$ cat src/rtl/byte_bus_master.sv
// Byte-wide RAM initiator: runs one CPU load/store (byte/half/word, little-endian)
// as a sequence of single-byte RAM accesses, with sign/zero extension and fault reporting.
module byte_bus_master #(
   parameter int ADDR_W = 32
) (
   input  logic              clk,
   input  logic              reset_n,
   input  logic              start,
   input  logic              is_store,
   input  logic [1:0]        width,
   input  logic              is_unsigned,
   input  logic [ADDR_W-1:0] address,
   input  logic [31:0]       store_data,
   output logic              busy,
   output logic              done,
   output logic              fault,
   output logic [31:0]       load_data,
   output logic [ADDR_W-1:0] mem_address,
   output logic [7:0]        mem_write_data,
   output logic              mem_write_enable,
   output logic              mem_output_enable,
   input  logic [7:0]        mem_read_data,
   input  logic              mem_illegal_address
);

   typedef enum logic [1:0] {IDLE, ACCESS, DONE} state_t;

   typedef struct packed {
      logic              is_store;
      logic [1:0]        width;
      logic              is_unsigned;
      logic [ADDR_W-1:0] addr;
      logic [31:0]       wdata;
   } req_t;

   state_t      state, state_nxt;
   req_t        req;
   logic [1:0]  k;
   logic [1:0]  last_k;
   logic [31:0] asm_q;
   logic [31:0] asm_full;
   logic [31:0] ext;
   logic        misaligned;
   logic        fault_q;
   logic [31:0] load_q;

   assign misaligned = (width == 2'b11) ||
                       (width == 2'b01 && address[0]) ||
                       (width == 2'b10 && address[1:0] != 2'b00);

   always_comb begin
      case (req.width)
         2'b00:   last_k = 2'd0;
         2'b01:   last_k = 2'd1;
         default: last_k = 2'd3;
      endcase
   end

   // Assembly including the byte arriving this cycle, so the result is ready on the DONE entry edge
   always_comb begin
      asm_full = asm_q;
      asm_full[{k, 3'b000} +: 8] = mem_read_data;
      case (req.width)
         2'b00:   ext = {{24{~req.is_unsigned & asm_full[7]}},  asm_full[7:0]};
         2'b01:   ext = {{16{~req.is_unsigned & asm_full[15]}}, asm_full[15:0]};
         default: ext = asm_full;
      endcase
   end

   always_comb begin
      state_nxt = state;
      case (state)
         IDLE:    if (start) state_nxt = misaligned ? DONE : ACCESS;
         ACCESS:  if (mem_illegal_address || k == last_k) state_nxt = DONE;
         DONE:    state_nxt = IDLE;
         default: state_nxt = IDLE;
      endcase
   end

   // RAM-side signals come only from registered state
   always_comb begin
      mem_address       = '0;
      mem_write_data    = '0;
      mem_write_enable  = 1'b0;
      mem_output_enable = 1'b0;
      if (state == ACCESS) begin
         mem_address = req.addr + ADDR_W'(k);
         if (req.is_store) begin
            mem_write_data   = req.wdata[{k, 3'b000} +: 8];
            mem_write_enable = ~mem_illegal_address;
         end else begin
            mem_output_enable = 1'b1;
         end
      end
   end

   assign busy      = (state == ACCESS);
   assign done      = (state == DONE);
   assign fault     = fault_q;
   assign load_data = load_q;

   always_ff @(posedge clk) begin
      if (!reset_n) begin
         state   <= IDLE;
         req     <= '0;
         k       <= '0;
         asm_q   <= '0;
         fault_q <= 1'b0;
         load_q  <= '0;
      end else begin
         state <= state_nxt;
         case (state)
            IDLE: if (start) begin
               req     <= '{is_store: is_store, width: width, is_unsigned: is_unsigned,
                            addr: address, wdata: store_data};
               k       <= '0;
               asm_q   <= '0;
               fault_q <= misaligned;
               if (misaligned) load_q <= '0;
            end
            ACCESS: begin
               if (mem_illegal_address) begin
                  fault_q <= 1'b1;
                  load_q  <= '0;
               end else begin
                  if (!req.is_store) asm_q <= asm_full;
                  if (k == last_k) begin
                     if (!req.is_store) load_q <= ext;
                  end else begin
                     k <= k + 2'd1;
                  end
               end
            end
            default: ;
         endcase
      end
   end

endmodule

$ cat config.mk
export PLATFORM = sky130hd
export DESIGN_NAME = byte_bus_master
export DESIGN_NICKNAME = d
export VERILOG_FILES = /design/src/rtl/byte_bus_master.sv
export SDC_FILE = /design/constraint.sdc
export NUM_CORES = 1
export LEC_CHECK = 0
export BUFFER_PORTS_ARGS = -buffer_cell sky130_fd_sc_hd__buf_2
export CORE_ASPECT_RATIO = 1.1
export CORE_MARGIN = 5
export CORE_UTILIZATION = 54
export DETAILED_ROUTE_END_ITERATION = 16
export PLACE_DENSITY = 0.77
export SLEW_MARGIN = 10
export SYNTH_ARGS = -nofsm -noshare
export SYNTH_HDL_FRONTEND = slang
export SYNTH_SLANG_ARGS = --single-unit
$ cat constraint.sdc
create_clock -name clk -period 7 [get_ports clk]
set_clock_uncertainty 0.15 [all_clocks]
set_input_delay 1.4 -clock clk [delete_from_list [all_inputs] [get_ports clk]]
set_output_delay 1.4 -clock clk [all_outputs]
set_load 0.01 [all_outputs]
== Word-level counts from Yosys, hierarchy flattened ==
Index checks and enable logic that the tools add are counted.
Word-level totals
  bits in registers: 137
  word-level logic and storage cells: 82
Operators by class
  bitwise operators: 4
  $add $sub $neg: 3
  equal/unequal tests: 16
  reductions and logical operators: 15
  mux-type cells: 31
  shifts and indexed selects: 3
Operators with widths (count)
  2-to-1 mux 32 bit: 9
  case mux 32 bit (2 select lines): 3
  adder 32 x 2 -> 32 bit: 1
  bitwise mux 32 bit: 1
  variable shift 8 x 7 -> 32 bit (first input constant): 1
  indexed part select 32 x 6 -> 8 bit: 1
  indexed part select 8 x 7 -> 32 bit: 1
  2-to-1 mux 8 bit: 2
  2-to-1 mux 2 bit: 6
  case mux 2 bit (2 select lines): 3
  != test 2 bit (second input constant): 5
  AND reduction 4 bit: 2
  negation 5 -> 7 bit: 1
  equality test 2 x 1 -> 1 bit (second input constant): 3
  equality test 2 bit (second input constant): 3
  2-to-1 mux 1 bit: 6
  AND reduction 5 bit: 1
  zero test 2 bit: 2
  != test 2 x 1 -> 1 bit (second input constant): 2
  AND reduction 2 bit: 2
  nonzero test 2 bit: 2
  logical OR 1 bit: 3
  != test 3 x 1 -> 1 bit (second input constant): 1
  != test 3 bit (second input constant): 1
  7 further kinds: 10

== Depth between registers and ports, before layout ==
Gate-level depths: netlist of run 1.
  depth after elaboration: 9
  gate-level depth with buffers: 10
  gate-level depth less buffers: 6

== Worst setup path after synthesis of run 1 ==
Ideal clock, no wire load.
  path kind: reg-to-output
  start point: register k[0]
  end point: output mem_address[16]
  stages on the path, launching flop included: 8
  setup slack: 3254 ps
  required time: 5450 ps
  buffers on the path: 1
  arrival: 2196 ps
  cell sequence: dfxtp_1 > ha_1 > fa_1 > nand3_1 > or3_1 > clkbuf_1 > or3_1 > a21oi_1
Between the ends
  longest elaborated chain between the ends: 2
Ends and longest elaborated chain
  from (decl): RTL line 38  | logic [1:0] k;
  from (signal assigned): RTL line 130  | k <= k + 2'd1;
  adder 32 x 2 -> 32 bit: RTL line 87  | mem_address = req.addr + ADDR_W'(k);
  2-to-1 mux 32 bit: RTL line 86  | if (state == ACCESS) begin
  to (decl): RTL line 18  | output logic [ADDR_W-1:0] mem_address,
Every way passes these cells.

== Worst setup path after layout of run 1 ==
  start point: register k[0]
  end point: output mem_address[18]
The elaborated chain is that of the path after synthesis.

==> run metrics, run 1 <==
outcome=finished clean; Post-synth EDFFs=0; area grow syn2layout=18.9%; Arr. time, crit path=3.72 ns; total die area=15400 um2; FF+latch area=2740 um2; Comb pwr share=10.0%; setup bufs post-CTS=0; Hold/Removal Path Class=register to register; initial antenna violation count=0; Int Pwr=1450 uW; post-cts resize count=0; CP max FO=23; final worst-path cycle share=75.3%; nets@finish=1050; setup violators final=0; antenna cells=0; Post-Synthesis Cell Area=7040 um2; final number of max-transition violations=0; GPL Wtd Cong=0.893; Final Hold Viols=0; Sw Pwr=512 uW; Clk pwr share=47.1%; post-synthesis cell type count=60; Iteration-0 DRC Markers=474; post-synthesis register bit count=137; setup TNS=0 ns; multi-input logic area=3940 um2; Syn Nets=939; Row Count=43; vias in the first global route=5872; maxcap violations=0; Max Buffers Root-to-Sink=2; sw frac=26.0%; ys flop type=dfxtp_1; total vias in the final route=6606; Sink Count=137; first-pass GRT wire length=29400 um; Root Driver=clkbuf_16; H-tree Lvls=4; Max Freq=0.190 GHz; worst-skew pair later-pin latency=0.41 ns; Required @ worst endpoint=5.45 ns; antenna-violating nets left=0; port buffer count=156; Num CTS Buffers=17; Vias/cell=5.84; drc violations=0; Crit Path Category=register to output pin; die height=130 um; CP Launch Type=register; Tmin final=5.27 ns; RSZ-0062 raised after global routing=no; Slew Limit Headroom=22.2%; peak supply drop=0.118 mV; Yosys warnings=0; Setup crit end kind=output pin; IO Count=157; clk slew on worst S/H paths=0.06 ns; cell count after synthesis=851; routed wire length=18700 um; Power Density=235 nW/um2; pin count of the biggest net entering global routing=97; DRT Pass-1 Iters=5; WL per Instance=16.5 um; fraction of layout cells with a size suffix above 1=21.8%; Hold Buf Count CTS=0; Syn Area/Cell=8.28 um2; Final HPWL DP=12300 um; Cell Area, Placed=7750 um2; GR Util All Layers=23.4%; TritonCTS clock tree=built; fillers=1134; Die W=119 um; GRT Residual Overflow=0; worst hold margin=0.306 ns; post-route cell area=8370 um2; Worst-Margin Slew=1.17 ns; Seq/Total Area, Yosys=38.9%; CORE AREA=12700 um2; P_leak=0.00345 uW; Starting Density=55.5%; sequential power share=42.9%; Async SR Flop Fraction=0%
==> critical path: stages (launching register included) <==
cell     delay (ns)
dfxtp_1        0.95
ha_1           0.36
fa_1           0.24
nand3_1        0.29
or3_1          0.61
or4_1          0.56
a21oi_1        0.14
buf_2          0.16
==> power groups by stage <==
| stage | clock [uW] | combinational (uW) | sequential, uW |
|---|---|---|---|
| 4_1_cts | 935 | 197 | 842 |
| 5_1_grt | 972 | 217 | 847 |
| 3_3_place_gp | 0 | 193 | 858 |
| 6_report | 926 | 197 | 843 |
| 2_1_floorplan | 0 | 138 | 849 |
| 3_5_place_dp | 0 | 195 | 859 |
==> cell type report <==
type / count / area share [%]
multi-input combinational: 628 / 47.0
sequential: 137 / 32.8
timing repair buffer: 161 / 9.77
clock buffer: 17 / 5.08
tap: 157 / 2.35
clock inverter: 15 / 2.27
inverter: 17 / 0.762
==> registers in the layout, indices dropped and copies added, names as in the netlist <==
register,flops
asm_q,32
fault,1
k,2
load_data,32
req,68
state,2
==> cells by family after synthesis <==
group	count (synthesis)	share of synthesized area (%)
AO/OA/AOI/OAI	234	23.6
XOR/XNOR	10	1.24
adder cells (fa/ha/maj)	8	1.53
buffers and inverters	86	5.33
flip-flops	137	38.9
multiplexers	24	4.94
AND/OR/NAND/NOR	352	24.4
==> path summary, 6_finish.rpt <==
| path | cells after the start | endpoint | start | slack [ns] |
|---|---|---|---|---|
| setup / recovery | 7 | mem_address[18] | k[0] | 1.73 |
| setup reg to reg | 6 | load_data[28] | k[0] | 3.67 |
| hold / removal | 2 | load_data[11] | load_data[11] | 0.31 |
| hold reg to reg | 2 | load_data[11] | load_data[11] | 0.31 |
==> layout by cell type (no fill, tap or decap), drive strengths merged, types with 6 or more instances in the layout <==
master	count
a21boi	78
a21oi	24
a22o	16
a22oi	8
a31oi	14
a32o	8
and2	10
and3	23
buf	161
clkbuf	17
dfxtp	137
ha	7
inv	22
mux2i	16
mux4	8
nand2	188
nand3	21
nor2	29
nor2b	27
o21a	15
o21ai	20
o22ai	23
o31ai	13
or3	10
or4	15
xnor2	6
==> synthesized netlist by cell type (3+ instances only) <==
| cell | count | area [um2] |
|---|---|---|
| nor2_1 | 29 | 109 |
| a31oi_1 | 14 | 87.6 |
| a32o_1 | 8 | 80.1 |
| xor2_1 | 4 | 35.0 |
| inv_1 | 17 | 63.8 |
| buf_1 | 3 | 11.3 |
| mux4_2 | 6 | 135 |
| nor3b_1 | 4 | 30.0 |
| ha_1 | 7 | 87.6 |
| nand3_1 | 21 | 105 |
| clkbuf_1 | 56 | 210 |
| or3_1 | 10 | 62.6 |
| nor4b_1 | 3 | 26.3 |
| nor2b_1 | 27 | 169 |
| a21boi_0 | 78 | 586 |
| nand2_1 | 188 | 706 |
| or4b_2 | 3 | 30.0 |
| o21ai_0 | 20 | 100 |
| and3_1 | 23 | 144 |
| xnor2_1 | 6 | 52.6 |
| nand4_1 | 4 | 25.0 |
| buf_2 | 5 | 25.0 |
| nor4_1 | 3 | 18.8 |
| a21oi_1 | 24 | 120 |
| a22o_1 | 16 | 140 |
| or4_1 | 13 | 97.6 |
| o21a_1 | 15 | 113 |
| a22oi_1 | 8 | 60.1 |
| and2_1 | 9 | 56.3 |
| o22ai_1 | 23 | 144 |
| dfxtp_1 | 137 | 2740 |
| mux2i_1 | 16 | 160 |
| o31ai_1 | 13 | 97.6 |
| buf_6 | 4 | 45.0 |
==> metrics by stage <==
stage	std cells	worst slack (ns)	total power (uW)	utilization, %
6_report	1132	1.73	1970	65.9
5_1_grt	1132	1.36	2040	65.9
4_1_cts	1132	1.70	1970	65.9
3_5_place_dp	1100	2.20	1050	61.1
3_3_place_gp	1100	2.23	1050	61.1
2_1_floorplan	851	3.25	986	-
==> routing by layer <==
metal	global-route usage [%]	share of wire [%]	vias up
met5	0	0	-
met4	9.20	3.1	0
met3	5.77	6.0	41
met2	37.9	47	227
met1	30.5	44	3075
li1	-	-	3263
No activity file was read; power rests on OpenSTA's default activity.
==> inputs of run 2 (changes only) <==
--- a/config.mk
+++ b/config.mk
@@ -5,12 +5,13 @@
 export SDC_FILE = /design/constraint.sdc
 export NUM_CORES = 1
 export LEC_CHECK = 0
+export ABC_AREA = 1
 export BUFFER_PORTS_ARGS = -buffer_cell sky130_fd_sc_hd__buf_2
 export CORE_ASPECT_RATIO = 1.1
 export CORE_MARGIN = 5
 export CORE_UTILIZATION = 54
 export DETAILED_ROUTE_END_ITERATION = 16
-export PLACE_DENSITY = 0.77
+export PLACE_DENSITY = 0.76
 export SLEW_MARGIN = 10
 export SYNTH_ARGS = -nofsm -noshare
 export SYNTH_HDL_FRONTEND = slang
==> constraint.sdc (replaced) <==
create_clock -name clk -period 4.92 [get_ports clk]
set_clock_uncertainty 0.15 [all_clocks]
set_input_delay 0.984 -clock clk [delete_from_list [all_inputs] [get_ports clk]]
set_output_delay 0.984 -clock clk [all_outputs]
set_load 0.01 [all_outputs]
==> run metrics, run 2 <==
DRT Pass-1 Iters=5; worst path bufs/invs=2; Worst Setup SP=k[0]; max reg flops=68; Tmin final=3.77 ns; Num CTS Buffers=17; vias in the first global route=7158; DP Worst Slack=1.58 ns; wire length on met1=8670 um; final worst-path cycle share=76.6%; CP Launch Type=register; sequential power share=42.1%; routed wire length=20100 um; H-tree Lvls=4; CP max FO=24; setup violators final=0; Required @ worst endpoint=3.79 ns; antenna-violating nets left=0; worst-skew pair later-pin latency=0.42 ns; port buffer count=156; sw frac=28.6%; Final Hold Viols=0; commonest non-fill, non-tap cell in the layout=nand2_1; final core occ=65.2%; Iteration-0 DRC Markers=657; peak supply drop=0.258 mV; total vias in the final route=7647; Syn Area/Cell=6.20 um2; Yosys warnings=0; cell count after synthesis=1187; Async SR Flop Fraction=0%; Worst-Margin Slew=1.02 ns; outcome=finished clean; GR Util All Layers=25.1%; first-pass GRT wire length=33300 um; Starting Density=55.5%; count leader, synth=nand2_1; nets@finish=1397; Seq/Total Area, Yosys=37.3%; GPL Wtd Cong=0.943; Die W=121 um; drc violations=0; RR Startpoint=k[1]; HP Start=asm_q[30]; Power, Total=3060 uW; Post-Synthesis Cell Area=7360 um2; top-area cell type share of the netlist area=37.3%; Max Freq=0.265 GHz; Int Pwr=2190 uW; Setup WS post-layout=1.15 ns; Syn Nets=1275; Critical Path Slowest Stage Cell=dfxtp_1; Power Density=354 nW/um2; most frequent cells in the layout=nand2_1, nor2_1, buf_2, dfxtp_1, a21oi_1; setup TNS=0 ns; ys flop type=dfxtp_1; Final HPWL DP=14200 um; Max Buffers Root-to-Sink=2; area grow syn2layout=17.5%; Sink Count=137; total die area=16100 um2; Hold Buf Count CTS=0; RSZ-0062 raised after global routing=no; WL per Instance=13.4 um; Setup crit end kind=output pin; Comb pwr share=16.9%; routed wl met3=1350 um; setup bufs post-CTS=0; Synth area leaders=dfxtp_1, nand2_1, nor2_1; P_leak=0.00394 uW; largest register by flop count=req; maxcap violations=0; Arr. time, crit path=2.64 ns; Sw Pwr=878 uW; Crit Path Category=register to output pin; die height=132 um; Post-synth EDFFs=0; Slew Limit Headroom=31.4%; pin count of the biggest net entering global routing=103; CORE AREA=13300 um2; final number of max-transition violations=0; post-synthesis register bit count=137; clk slew on worst S/H paths=0.05 ns; CP max stage delay=0.30 ns; CP top delay family=simple AND/OR/NAND/NOR gates; Hold/Removal Path Class=register to register; Post-synth top cells=nand2_1, nor2_1, dfxtp_1; Root Driver=clkbuf_16; initial antenna violation count=0; TritonCTS clock tree=built; worst-path cell chain=buf_4 -> ha_1 -> fa_1 -> nand3_1 -> nor2_1 -> nand2_1 -> nor2_2 -> a21o_1 -> nand2_1 -> nor2_1 -> buf_2; IO Count=157; GRT Residual Overflow=0; post-synthesis cell type count=35; top layer used by detailed routing=met4; cell taking the most area after synthesis=dfxtp_1; fraction of layout cells with a size suffix above 1=15.3%; antenna cells=0; Clk pwr share=41.0%; post-cts resize count=0; Row Count=44; Vias/cell=5.08; met2 wire length=9530 um
[run 2: worst paths after layout]
path | depth (start not counted) | end | slack [ns]
max | 11 | mem_address[22] | 1.15
min | 2 | asm_q[30] | 0.31
max reg2reg | 9 | load_data[27] | 1.74
min reg2reg | 2 | asm_q[30] | 0.31
[run 2: final cells by class]
type | count | area, um2
inverter | 91 | 344
multi-input combinational | 903 | 3960
clock buffer | 22 | 444
fill | 1309 | 4620
tap | 184 | 230
timing repair buffer | 159 | 803
sequential | 137 | 2740
clock inverter | 8 | 124
[run 2: logic make-up after synthesis]
| group | count (synthesis) | synth area share, % |
|---|---|---|
| AOI/OAI and AO/OA | 204 | 14.5 |
| xor gates and xnor gates | 10 | 1.19 |
| adders and majority gates | 8 | 1.46 |
| buffers and inverters | 147 | 8.93 |
| DFF | 137 | 37.3 |
| and+or+nand+nor | 681 | 36.7 |
[run 2: through the flow]
step / hold WS (ns) / cell area [um2] / cells
floorplan: 0.289 / 7360 / 1187
global placement: 0.298 / 8080 / 1474
detailed placement: 0.302 / 8080 / 1474
CTS: 0.311 / 8650 / 1504
global route: 0.325 / 8650 / 1504
finish: 0.311 / 8650 / 1504
[run 2: routing by layer]
layer,GRT usage [%],up-vias
met4,8.90,0
li1,-,3958
met1,31.6,3413
met2,41.2,233
met5,0,-
met3,6.66,43
[run 2: worst reg2reg max path: cells and delay by family (launching register included)]
family                   cells  cell delay (ns)
AO/OA/AOI/OAI                2             0.78
adder cells (fa/ha/maj)      1             0.51
buffers and inverters        1             0.46
flip-flops                   1             0.67
AND/OR/NAND/NOR              5             0.50
[run 2: power groups by stage]
stage | clock [uW] | combinational [uW] | sequential (uW)
2_1_floorplan | 0 | 374 | 1310
3_3_place_gp | 0 | 513 | 1310
3_5_place_dp | 0 | 519 | 1310
4_1_cts | 1270 | 522 | 1290
5_1_grt | 1330 | 596 | 1300
6_report | 1260 | 518 | 1290
